[src/rtl/fe_capture_packer.sv]
// fe_capture_packer: turns the sniffed USB byte/status stream into timestamped sniff-FIFO
// commands (DATA/STAT/TIME). Define FE_CAPTURE_STAT_EN to emit STAT entries on I_usb_stat changes.
module fe_capture_packer #(
    parameter int pTIMESTAMP_FULL_WIDTH  = 16,
    parameter int pTIMESTAMP_SHORT_WIDTH = 3,
    parameter int pQUEUE_DEPTH           = 4
) (
    input  logic                             fe_clk,
    input  logic                             reset_n,
    input  logic                             I_arm,
    input  logic                             I_timestamps_disable,
    input  logic [15:0]                      I_capture_len,
    input  logic                             I_fifo_full,
    input  logic [7:0]                       I_rx_data,
    input  logic                             I_rx_valid,
    input  logic [4:0]                       I_usb_stat,
    output logic [pTIMESTAMP_FULL_WIDTH-1:0] O_capture_time,
    output logic [7:0]                       O_capture_data,
    output logic [4:0]                       O_capture_stat,
    output logic [1:0]                       O_capture_cmd,
    output logic                             O_capture_data_wr,
    output logic                             O_capturing,
    output logic                             O_capture_done,
    output logic                             O_queue_overflow
);

    localparam int FW = pTIMESTAMP_FULL_WIDTH;
    localparam int AW = $clog2(pQUEUE_DEPTH);

    localparam logic [1:0] FE_FIFO_CMD_DATA = 2'b00;
    localparam logic [1:0] FE_FIFO_CMD_TIME = 2'b10;

    localparam logic [FW-1:0] SHORT_MAX = FW'((64'd1 << pTIMESTAMP_SHORT_WIDTH) - 64'd1);
    localparam logic [AW:0]   DEPTH     = (AW+1)'(pQUEUE_DEPTH);

    typedef enum logic [1:0] {
        S_IDLE,
        S_CAPTURE,
        S_DRAIN,
        S_DONE
    } state_t;

    typedef struct packed {
        logic [1:0]    cmd;
        logic [7:0]    data;
        logic [4:0]    stat;
        logic [FW-1:0] delta;
    } entry_t;

    state_t        state, state_nxt;
    logic          arm_prev;
    logic [FW-1:0] ts_cnt;
    logic [15:0]   data_cnt;
    logic          overflow;
    logic          split_pend;

    entry_t        mem [pQUEUE_DEPTH];
    logic [AW-1:0] rd_ptr, wr_ptr, data_idx;
    logic [AW:0]   count, free, n_push;

    logic          arm_rise, capture_start;
    logic          data_evt, stat_evt, data_push, stat_push, drop;
    entry_t        data_entry, first_in, head;
    logic          head_valid, is_short, drain_en, emit_time, pop, len_hit;

`ifdef FE_CAPTURE_STAT_EN
    localparam logic [1:0] FE_FIFO_CMD_STAT = 2'b01;
    logic [4:0] stat_prev;
    entry_t     stat_entry;

    always_ff @(posedge fe_clk) begin
        if (!reset_n) stat_prev <= '0;
        else          stat_prev <= I_usb_stat;
    end
`endif

    always_comb begin
        arm_rise      = I_arm && !arm_prev;
        capture_start = (state == S_IDLE) && arm_rise;

        data_evt = (state == S_CAPTURE) && I_rx_valid;
`ifdef FE_CAPTURE_STAT_EN
        stat_evt   = (state == S_CAPTURE) && (I_usb_stat != stat_prev);
        stat_entry = '{cmd: FE_FIFO_CMD_STAT, data: 8'h00, stat: I_usb_stat, delta: ts_cnt};
`else
        stat_evt = 1'b0;
`endif
        data_entry = '{cmd: FE_FIFO_CMD_DATA, data: I_rx_data, stat: I_usb_stat, delta: ts_cnt};

        // STAT takes the first free slot; DATA needs one more beyond it.
        free      = DEPTH - count;
        stat_push = stat_evt && (free != '0);
        data_push = data_evt && (free > (AW+1)'(stat_push));
        drop      = (stat_evt && !stat_push) || (data_evt && !data_push);
        n_push    = (AW+1)'(stat_push) + (AW+1)'(data_push);
        data_idx  = wr_ptr + AW'(stat_push);

        first_in = data_entry;
`ifdef FE_CAPTURE_STAT_EN
        if (stat_push) first_in = stat_entry;
`endif

        // An empty queue forwards this cycle's incoming entry so the write lands one cycle later.
        head_valid = (count != '0) || stat_push || data_push;
        head       = (count != '0) ? mem[rd_ptr] : first_in;

        drain_en  = ((state == S_CAPTURE) || (state == S_DRAIN)) && head_valid && !I_fifo_full;
        is_short  = I_timestamps_disable || (head.delta <= SHORT_MAX);
        emit_time = drain_en && !split_pend && !is_short;
        pop       = drain_en && !emit_time;

        len_hit = (I_capture_len != 16'd0) && data_push && ((data_cnt + 16'd1) == I_capture_len);
    end

    always_comb begin
        state_nxt = state;
        case (state)
            S_IDLE:    if (arm_rise) state_nxt = S_CAPTURE;
            S_CAPTURE: if (len_hit) state_nxt = S_DRAIN;
            S_DRAIN:   if ((count == '0) && !split_pend) state_nxt = S_DONE;
            S_DONE:    if (!I_arm) state_nxt = S_IDLE;
            default:   state_nxt = S_IDLE;
        endcase
    end

    always_ff @(posedge fe_clk) begin
        if (!reset_n) begin
            state    <= S_IDLE;
            arm_prev <= 1'b0;
        end else begin
            state    <= state_nxt;
            arm_prev <= I_arm;
        end
    end

    always_ff @(posedge fe_clk) begin
`ifdef FE_CAPTURE_STAT_EN
        if (stat_push) mem[wr_ptr] <= stat_entry;
`endif
        if (data_push) mem[data_idx] <= data_entry;
    end

    always_ff @(posedge fe_clk) begin
        if (!reset_n || capture_start) begin
            rd_ptr     <= '0;
            wr_ptr     <= '0;
            count      <= '0;
            split_pend <= 1'b0;
            ts_cnt     <= '0;
            data_cnt   <= '0;
            overflow   <= 1'b0;
        end else begin
            wr_ptr   <= wr_ptr + AW'(n_push);
            rd_ptr   <= rd_ptr + AW'(pop);
            count    <= count + n_push - (AW+1)'(pop);
            data_cnt <= data_cnt + 16'(data_push);
            if (drop) overflow <= 1'b1;

            if (emit_time)  split_pend <= 1'b1;
            else if (pop)   split_pend <= 1'b0;

            if (stat_evt || data_evt) ts_cnt <= FW'(1);
            else if (ts_cnt != '1)    ts_cnt <= ts_cnt + FW'(1);
        end
    end

    always_ff @(posedge fe_clk) begin
        if (!reset_n) begin
            O_capture_time    <= '0;
            O_capture_data    <= '0;
            O_capture_stat    <= '0;
            O_capture_cmd     <= '0;
            O_capture_data_wr <= 1'b0;
        end else begin
            O_capture_data_wr <= drain_en;
            if (emit_time) begin
                O_capture_cmd  <= FE_FIFO_CMD_TIME;
                O_capture_time <= head.delta;
            end else if (pop) begin
                O_capture_cmd  <= head.cmd;
                O_capture_time <= (split_pend || I_timestamps_disable) ? '0 : head.delta;
                O_capture_data <= head.data;
                O_capture_stat <= head.stat;
            end
        end
    end

    assign O_capturing      = (state == S_CAPTURE) || (state == S_DRAIN);
    assign O_capture_done   = (state == S_DONE);
    assign O_queue_overflow = overflow;

endmodule

[config.mk]
export PLATFORM = sky130hd
export DESIGN_NAME = fe_capture_packer
export DESIGN_NICKNAME = d
export VERILOG_FILES = /design/src/rtl/fe_capture_packer.sv
export SDC_FILE = /design/constraint.sdc
export NUM_CORES = 1
export LEC_CHECK = 0
export ABC_CLOCK_PERIOD_IN_PS = 10850
export BUFFER_PORTS_ARGS = -buffer_cell sky130_fd_sc_hd__buf_2
export CAP_MARGIN = 20
export CORE_AREA = 2 2 141 143
export CTS_BUF_LIST = sky130_fd_sc_hd__clkbuf_16
export CTS_CLUSTER_SIZE = 14
export DETAILED_ROUTE_END_ITERATION = 16
export DIE_AREA = 0 0 143 145
export PLACE_DENSITY = 0.59
export RECOVER_POWER = 50
export SYNTH_ARGS = -nofsm -noshare
export SYNTH_HDL_FRONTEND = slang
export SYNTH_SLANG_ARGS = --single-unit
[constraint.sdc]
create_clock -name fe_clk -period 10.85 [get_ports fe_clk]
set_input_delay 1.085 -clock fe_clk [delete_from_list [all_inputs] [get_ports fe_clk]]
set_output_delay 1.085 -clock fe_clk [all_outputs]
set_load 0.1 [all_outputs]
==> flow_summary_export.csv, run 1 <==
group,metric,value,unit
outcome,status,"finished, violations left",
outcome,violations,"max-capacitance violations, max-slew violations",
placed_design,numPortBuffers,68,
synthesis,synth_top_family_by_area,"simple AND/OR/NAND/NOR gates",
worst_setup_path,cp-end-kind,"register",
synthesis,synth-compound-area-share,0.0722,
worst_setup_path,cpPeakStageDelay,0.62,ns
layout,nFillCells,1630,
worst_setup_path,cp_data_required_time,11.14,ns
synthesis,synthArstFlopShare,0,
clock_tree,cts.sinks,191,
sta,skew,0.0101,ns
placed_design,dp_hpwl,12.9,mm
sta,finalCriticalPeriod,4.08,ns
grt,antenna_found_initial,0,
sta,final-hold-violation-count,0,
synthesis,synthAdderAreaFrac,0.0200,
clock_tree,post_cts_resized,0,
layout,drive_gt1_frac,0.195,
hold_path,min_path_type,"register to register",
synthesis,syn-num-nets,693,
synthesis,synth_xor_area_frac,0.0442,
route,route.detailed.drc,0,
route,firstDrtPassIters,5,
floorplan,dieArea,0.0207,mm2
sta,tightest_slew,1.67,ns
sta,fin_crit_sh,0.376,
synthesis,netlist_instances,645,
grt,grt_pass1_wl,30.1,mm
floorplan,die_h,145,um
worst_setup_path,worst_setup_path_start_kind,"register",
placed_design,pre_cts_ws,6.70,ns
grt,track_usage,0.188,
route,drt_wl_total,19.0,mm
clock_tree,tritoncts,"done",
layout,instances_no_fill,982,
placed_design,dp_cells,949,
clock_tree,htree_levels,4,
route,wl_per_cell,19.4,um
sta,max_slew_margin,-0.113,
worst_setup_path,cp_max_fo,30,
sta,finalSetupViolations,0,
floorplan,rows,51,
synthesis,synth_top_flop_cell,"edfxtp_1",
floorplan,start_util,0.444,
synthesis,yosys.area_share.simple,0.128,
synthesis,synth_area_leader_cell,"edfxtp_1",
synthesis,synth_edf_count,116,
route,ant_nets,0,
worst_setup_path,crit_top_cell,"xnor2_1",
worst_setup_path,critical_path.top_delay_family,"compound AO/OA/AOI/OAI gates",
route,drtIter0Drc,360,
pwr,power_density,194,mW/mm2
pwr,ir_worst_vdd,0.000128,V
layout,num_antenna_cells,0,
grt,first_global_vias,5410,
route,num_vias,5491,
worst_setup_path,arrival,4.36,ns
layout,fin_util,0.501,
sta,hold_slack,0.474,ns
worst_setup_path,criticalPathCategory,"register to register",
sta,drv_slew,44,
synthesis,netlist_top_cells_area,"edfxtp_1 (41%), dfxtp_1 (18%), mux4_2 (7.1%), xor2_1 (2.7%), mux2_2 (2.4%)",
worst_setup_path,crit_chain,"buf_4 > or4b_2 > o22ai_1 > nand3_1 > a211o_1 > a21o_4 > a21oi_4 > nand2_1 > fa_1 > xnor2_1 > xnor2_1 > nor2_1",
clock_tree,hold_buffers,0,
layout,syn2layout_area_growth,12.9,%
pwr,power_leakage,3.40,nW
floorplan,ios,70,
sta,fin_ws,6.77,ns
clock_tree,clkTransAtPathRegs,0.07,ns
synthesis,synth.mux.area_fraction,0.121,
clock_tree,clock_path_buffers,2,
clock_tree,clk_latency,0.43,ns
placed_design,gp_congestion,0.856,
floorplan,die_x,143,um
synthesis,syn_area,0.00852,mm2
synthesis,yosys_warnings,0,
synthesis,ys_types,68,
flow_run,cap_violations,1,
worst_setup_path,cp_num_buf_inv,1,
clock_tree,root_buffer,"clkbuf_16",
sta,max_freq,245,MHz
route,viasPerCell,5.59,
synthesis,avgSynthCellArea,13.2,um2
sta,setup_tns,0,ns
layout,final_nets,752,
clock_tree,numCtsBuffers,17,
worst_setup_path,critPathSlowestCell,"or4b_2",
sta,rsz0062_at_grt,"false",
clock_tree,postCtsSetupRepairBufs,0,
floorplan,core,0.0192,mm2
synthesis,ys_seq_area_frac,0.585,
synthesis,ys_ff_latch,191,
synthesis,yosysTopAreaCellShare,0.409,
grt,grt_max_degree,44,
grt,gr-total-overflow,0,
-- placed cells by master, fill, tap and decap left out, drive strengths merged, types with 3 or more instances in the layout --
cell / netlist / final
nand2b: 4 / 4
a21oi: 11 / 11
xor2: 26 / 26
nand2: 44 / 44
ha: 12 / 12
nor3: 6 / 6
edfxtp: 116 / 116
inv: 12 / 19
dfxtp: 75 / 75
xnor2: 17 / 17
mux2i: 17 / 17
o221a: 13 / 13
and4: 3 / 3
or4b: 4 / 4
nor2: 43 / 43
nand4: 10 / 10
nand3: 20 / 20
nand4b: 4 / 4
a22oi: 18 / 18
nor2b: 19 / 19
o22ai: 4 / 4
nor3b: 3 / 3
or4: 6 / 6
and3: 18 / 18
mux4: 29 / 29
a21o: 3 / 3
and2: 6 / 6
nor4: 9 / 9
mux2: 18 / 18
buf: 14 / 48
clkinv: 0 / 5
clkbuf: 24 / 50
o21ai: 7 / 7
o211ai: 3 / 3
-- tightest hold or removal path: stages (launching register included) --
cell	delay, ns
dfxtp_1	0.33
a31oi_1	0.04
nor2_1	0.07
-- per-layer routing --
metal | up-vias | routed length [um] | global-route usage
li1 | 2552 | - | -
met1 | 2745 | 8660 | 0.271
met2 | 174 | 9100 | 0.295
met3 | 20 | 994 | 0.0287
met4 | 0 | 283 | 0.0554
met5 | - | 0 | 0
-- where the power goes --
part,leakage (nW),internal [mW],switching [mW]
Combinational,1.42,0.143,0.278
Sequential,1.68,0.811,0.0253
Clock,0.304,0.345,0.268
Total,3.40,1.30,0.571
-- synth_stat cells, types with 18 or more instances --
cell type and count:
clkbuf_1 22, mux2_2 18, xor2_1 26, a22oi_1 18
edfxtp_1 116, and3_1 18, nor2b_1 19, nor2_1 43
nand2_1 44, nand3_1 20, mux4_2 27, dfxtp_1 75
-- worst paths after layout --
| kind | from | to | slack, ns | cells after the start |
|---|---|---|---|---|
| max | rd_ptr[1] | count[2] | 6.77 | 12 |
| min | O_queue_overflow | O_queue_overflow | 0.47 | 2 |
| max reg2reg | rd_ptr[1] | count[2] | 6.77 | 12 |
| min reg2reg | O_queue_overflow | O_queue_overflow | 0.47 | 2 |
-- cells by family (layout without fill, tap and decap cells) --
kind of cell | Yosys count | after routing
AOI/OAI and AO/OA | 77 | 77
xor gates and xnor gates | 43 | 43
adders and majority gates | 13 | 13
buffers and inverters | 51 | 123
DFF | 191 | 191
muxes | 64 | 64
other | 1 | 1
and+or+nand+nor | 205 | 205
-- sequential cells by signal, indices dropped and copies added, names as in the netlist, 3 cells and up --
name,count
mem,116
O_capture_time,16
data_cnt,16
ts_cnt,16
O_capture_data,8
O_capture_stat,5
count,3
-- metrics by stage --
step                      total power [mW]  instance area, um2
after floorplan                       1.19                8520
after global placement                1.27                9080
after detailed placement              1.28                9080
after CTS                             1.89                9670
after global routing                  1.94                9630
final                                 1.87                9630
-- final cells by class --
type | instances | area, um2 | share of cell area
Clock inverter | 13 | 111 | 0.0116
Clock buffer | 19 | 475 | 0.0494
Timing Repair Buffer | 79 | 377 | 0.0391
Tap cell | 265 | 332 | 0.0344
Inverter | 12 | 45.0 | 0.00468
Sequential cell | 191 | 4990 | 0.518
Multi-Input combinational cell | 403 | 3300 | 0.343
Note: power is estimated with default switching activity, not from simulation.
==> run 2, diff against run 1 <==
--- a/config.mk
+++ b/config.mk
@@ -5,14 +5,15 @@
 export SDC_FILE = /design/constraint.sdc
 export NUM_CORES = 1
 export LEC_CHECK = 0
-export ABC_CLOCK_PERIOD_IN_PS = 10850
+export ABC_AREA = 1
+export ABC_CLOCK_PERIOD_IN_PS = 3950
 export BUFFER_PORTS_ARGS = -buffer_cell sky130_fd_sc_hd__buf_2
 export CAP_MARGIN = 20
-export CORE_AREA = 2 2 141 143
+export CORE_AREA = 2 2 142 144
 export CTS_BUF_LIST = sky130_fd_sc_hd__clkbuf_16
 export CTS_CLUSTER_SIZE = 14
 export DETAILED_ROUTE_END_ITERATION = 16
-export DIE_AREA = 0 0 143 145
+export DIE_AREA = 0 0 144 146
 export PLACE_DENSITY = 0.59
 export RECOVER_POWER = 50
 export SYNTH_ARGS = -nofsm -noshare
==> constraint.sdc (replaced) <==
create_clock -name fe_clk -period 3.95 [get_ports fe_clk]
set_input_delay 0.395 -clock fe_clk [delete_from_list [all_inputs] [get_ports fe_clk]]
set_output_delay 0.395 -clock fe_clk [all_outputs]
set_load 0.1 [all_outputs]
==> flow_summary_export.csv, run 2 <==
group,metric,value,unit
sta,skew,0.0110,ns
layout,final_area,0.00989,mm2
sta,setup_tns,0,ns
pwr,power_density,582,mW/mm2
sta,final-hold-violation-count,0,
synthesis,synth_top_flop_cell,"edfxtp_1",
layout,drive_gt1_frac,0.0786,
clock_tree,root_buffer,"clkbuf_16",
synthesis,syn-num-nets,1022,
sta,max_slew_margin,0.158,
worst_setup_path,cp_max_fo,20,
pwr,power_leakage,3.89,nW
sta,max_freq,287,MHz
floorplan,rows,51,
synthesis,synth_top_family_by_area,"simple AND/OR/NAND/NOR gates",
layout,final_nets,1091,
synthesis,synthAdderAreaFrac,0.0197,
route,num_vias,6526,
synthesis,synth.mux.area_fraction,0,
synthesis,synth_xor_area_frac,0.0304,
synthesis,yosysTopAreaCellShare,0.402,
clock_tree,hold_buffers,0,
layout,syn2layout_area_growth,14.3,%
synthesis,ys_seq_area_frac,0.576,
worst_setup_path,criticalPathCategory,"register to register",
synthesis,synth_edf_count,116,
route,firstDrtPassIters,5,
route,route.detailed.drc,0,
placed_design,numPortBuffers,68,
sta,fin_crit_sh,0.881,
flow_run,cap_violations,0,
worst_setup_path,rr_startpoint,"state[1]",
hold_path,whs_path_depth,3,
route,ant_nets,0,
synthesis,netlist_top_cells_area,"edfxtp_1 (40%), dfxtp_1 (17%), nand2_1 (12%), inv_1 (4.6%), nor2_1 (3.9%)",
grt,track_usage,0.196,
layout,most-common-layout-cells,"nand2_1 (272), edfxtp_1 (116), inv_1 (107)",
route,drtIter0Drc,482,
route,wl_per_cell,15.0,um
floorplan,start_util,0.448,
outcome,status,"finished clean",
clock_tree,htree_levels,4,
synthesis,netlist_instances,974,
layout,final_common_cell,"nand2_1",
sta,finalCriticalPeriod,3.48,ns
worst_setup_path,cp_data_required_time,4.31,ns
sta,drv_slew,0,
floorplan,ios,70,
floorplan,die_x,144,um
placed_design,dp_hpwl,13.0,mm
route,viasPerCell,4.94,
synthesis,synth-compound-area-share,0.0876,
synthesis,ys_types,33,
synthesis,synth_commonest_cells,"nand2_1 (272), edfxtp_1 (116), inv_1 (105)",
sta,finalSetupViolations,0,
grt,grt_pass1_wl,32.3,mm
synthesis,yosys.area_share.simple,0.221,
pwr,ir_worst_vdd,0.000323,V
clock_tree,clk_latency,0.43,ns
synthesis,synth_area_leader_cell,"edfxtp_1",
floorplan,dieArea,0.0210,mm2
synthesis,yosys_warnings,0,
layout,largest_register,"mem",
floorplan,core,0.0193,mm2
grt,gr-total-overflow,0,
worst_setup_path,reg2regPathDepth,19,
clock_tree,postCtsSetupRepairBufs,0,
synthesis,ys_ff_latch,191,
clock_tree,tritoncts,"done",
synthesis,syn_area,0.00866,mm2
worst_setup_path,cp-end-kind,"register",
floorplan,die_h,146,um
worst_setup_path,worst_setup_path_start_kind,"register",
synthesis,synthArstFlopShare,0,
clock_tree,numCtsBuffers,17,
sta,rsz0062_at_grt,"false",
clock_tree,clkTransAtPathRegs,0.07,ns
hold_path,hp-start,"I_arm",
synthesis,avgSynthCellArea,8.89,um2
layout,largest_reg_flops,116,
worst_setup_path,setup.worst_path.start,"state[1]",
grt,grt_max_degree,49,
placed_design,gp_congestion,0.811,
grt,first_global_vias,6133,
clock_tree,cts.sinks,191,
route,drt_wl_total,19.9,mm
hold_path,min_path_type,"primary input to register",
clock_tree,post_cts_resized,0,
worst_setup_path,arrival,3.84,ns
clock_tree,clock_path_buffers,2,
grt,antenna_found_initial,0,
layout,num_antenna_cells,0,
placed_design,place_area,0.00935,mm2
synthesis,yosysMostFrequentCell,"nand2_1",
sta,tightest_slew,1.26,ns
==> run 2: cell count changes in the layout (fill, tap and decap cells not counted), moves of 18 or more <==
cell	before	now
nand2_1	44	272
inv_1	15	107
a21oi_1	10	62
nor2_1	42	91
nand3_1	20	63
o21ai_0	7	45
mux4_2	27	0
buf_2	40	21
clkbuf_1	31	50
nor2b_1	19	0
a22oi_1	18	0
mux2_2	18	0
==> run 2: logic make-up (layout without fill, tap and decap cells) <==
family	Yosys count	in the layout
compound gates	132	132
flops	191	191
simple gates	461	461
fa+ha+maj	13	13
buf+inv	146	228
xor+xnor	30	30
other cells	1	1
==> run 2: area by class of cell <==
class	count	area, um2
flip-flops and latches	191	4990
multi-input cells	637	3120
clock buffers	17	425
fillers	1810	9440
repair buffers	89	460
inverters	107	402
well taps	265	332
clock inverters	15	173
==> run 2: metrics by stage <==
| step | total power [mW] | instances | hold WS [ns] | setup WS, ns | util |
|---|---|---|---|---|---|
| final | 5.76 | 1321 | 0.206 | 0.468 | 0.512 |
| after global routing | 6.10 | 1321 | 0.224 | 0.146 | 0.512 |
| after CTS | 5.83 | 1320 | 0.184 | 0.571 | 0.514 |
| after detailed placement | 4.10 | 1288 | 0.444 | 0.591 | 0.484 |
| after global placement | 4.09 | 1288 | 0.440 | 0.670 | 0.484 |
| after floorplan | 3.64 | 974 | 0.465 | 0.425 | - |
==> run 2: power breakdown <==
group          internal, mW  leakage (nW)  switching, mW
sequential             2.25          1.67         0.0793
clock                 0.994         0.289          0.741
combinational         0.450          1.93           1.25
==> run 2: worst max-delay path, stage by stage, from the launching register on <==
cell     delay [ns]
dfxtp_1        0.38
inv_1          0.08
ha_1           0.19
nand2_1        0.09
or2_0          0.44
inv_2          0.12
nor2_1         0.20
nor3_4         0.06
inv_2          0.30
nor3_4         0.04
buf_4          0.20
nand2_1        0.15
nand2_1        0.08
nand2_1        0.07
nand2_1        0.05
ha_1           0.19
fa_1           0.37
xor2_1         0.20
o21ai_0        0.10
a21oi_1        0.13
==> run 2: worst paths after layout <==
path	end	slack (ns)
min	arm_prev	0.21
min reg2reg	O_queue_overflow	0.46
max reg2reg	count[2]	0.47
max	count[2]	0.47
==> run 2: metal layers <==
metal | GRT usage | up-vias | part of all wire
met5 | 0 | - | 0
met1 | 0.276 | 3051 | 0.48
li1 | - | 3343 | -
met2 | 0.317 | 118 | 0.47
met3 | 0.0322 | 14 | 0.041
met4 | 0.0510 | 0 | 0.0066
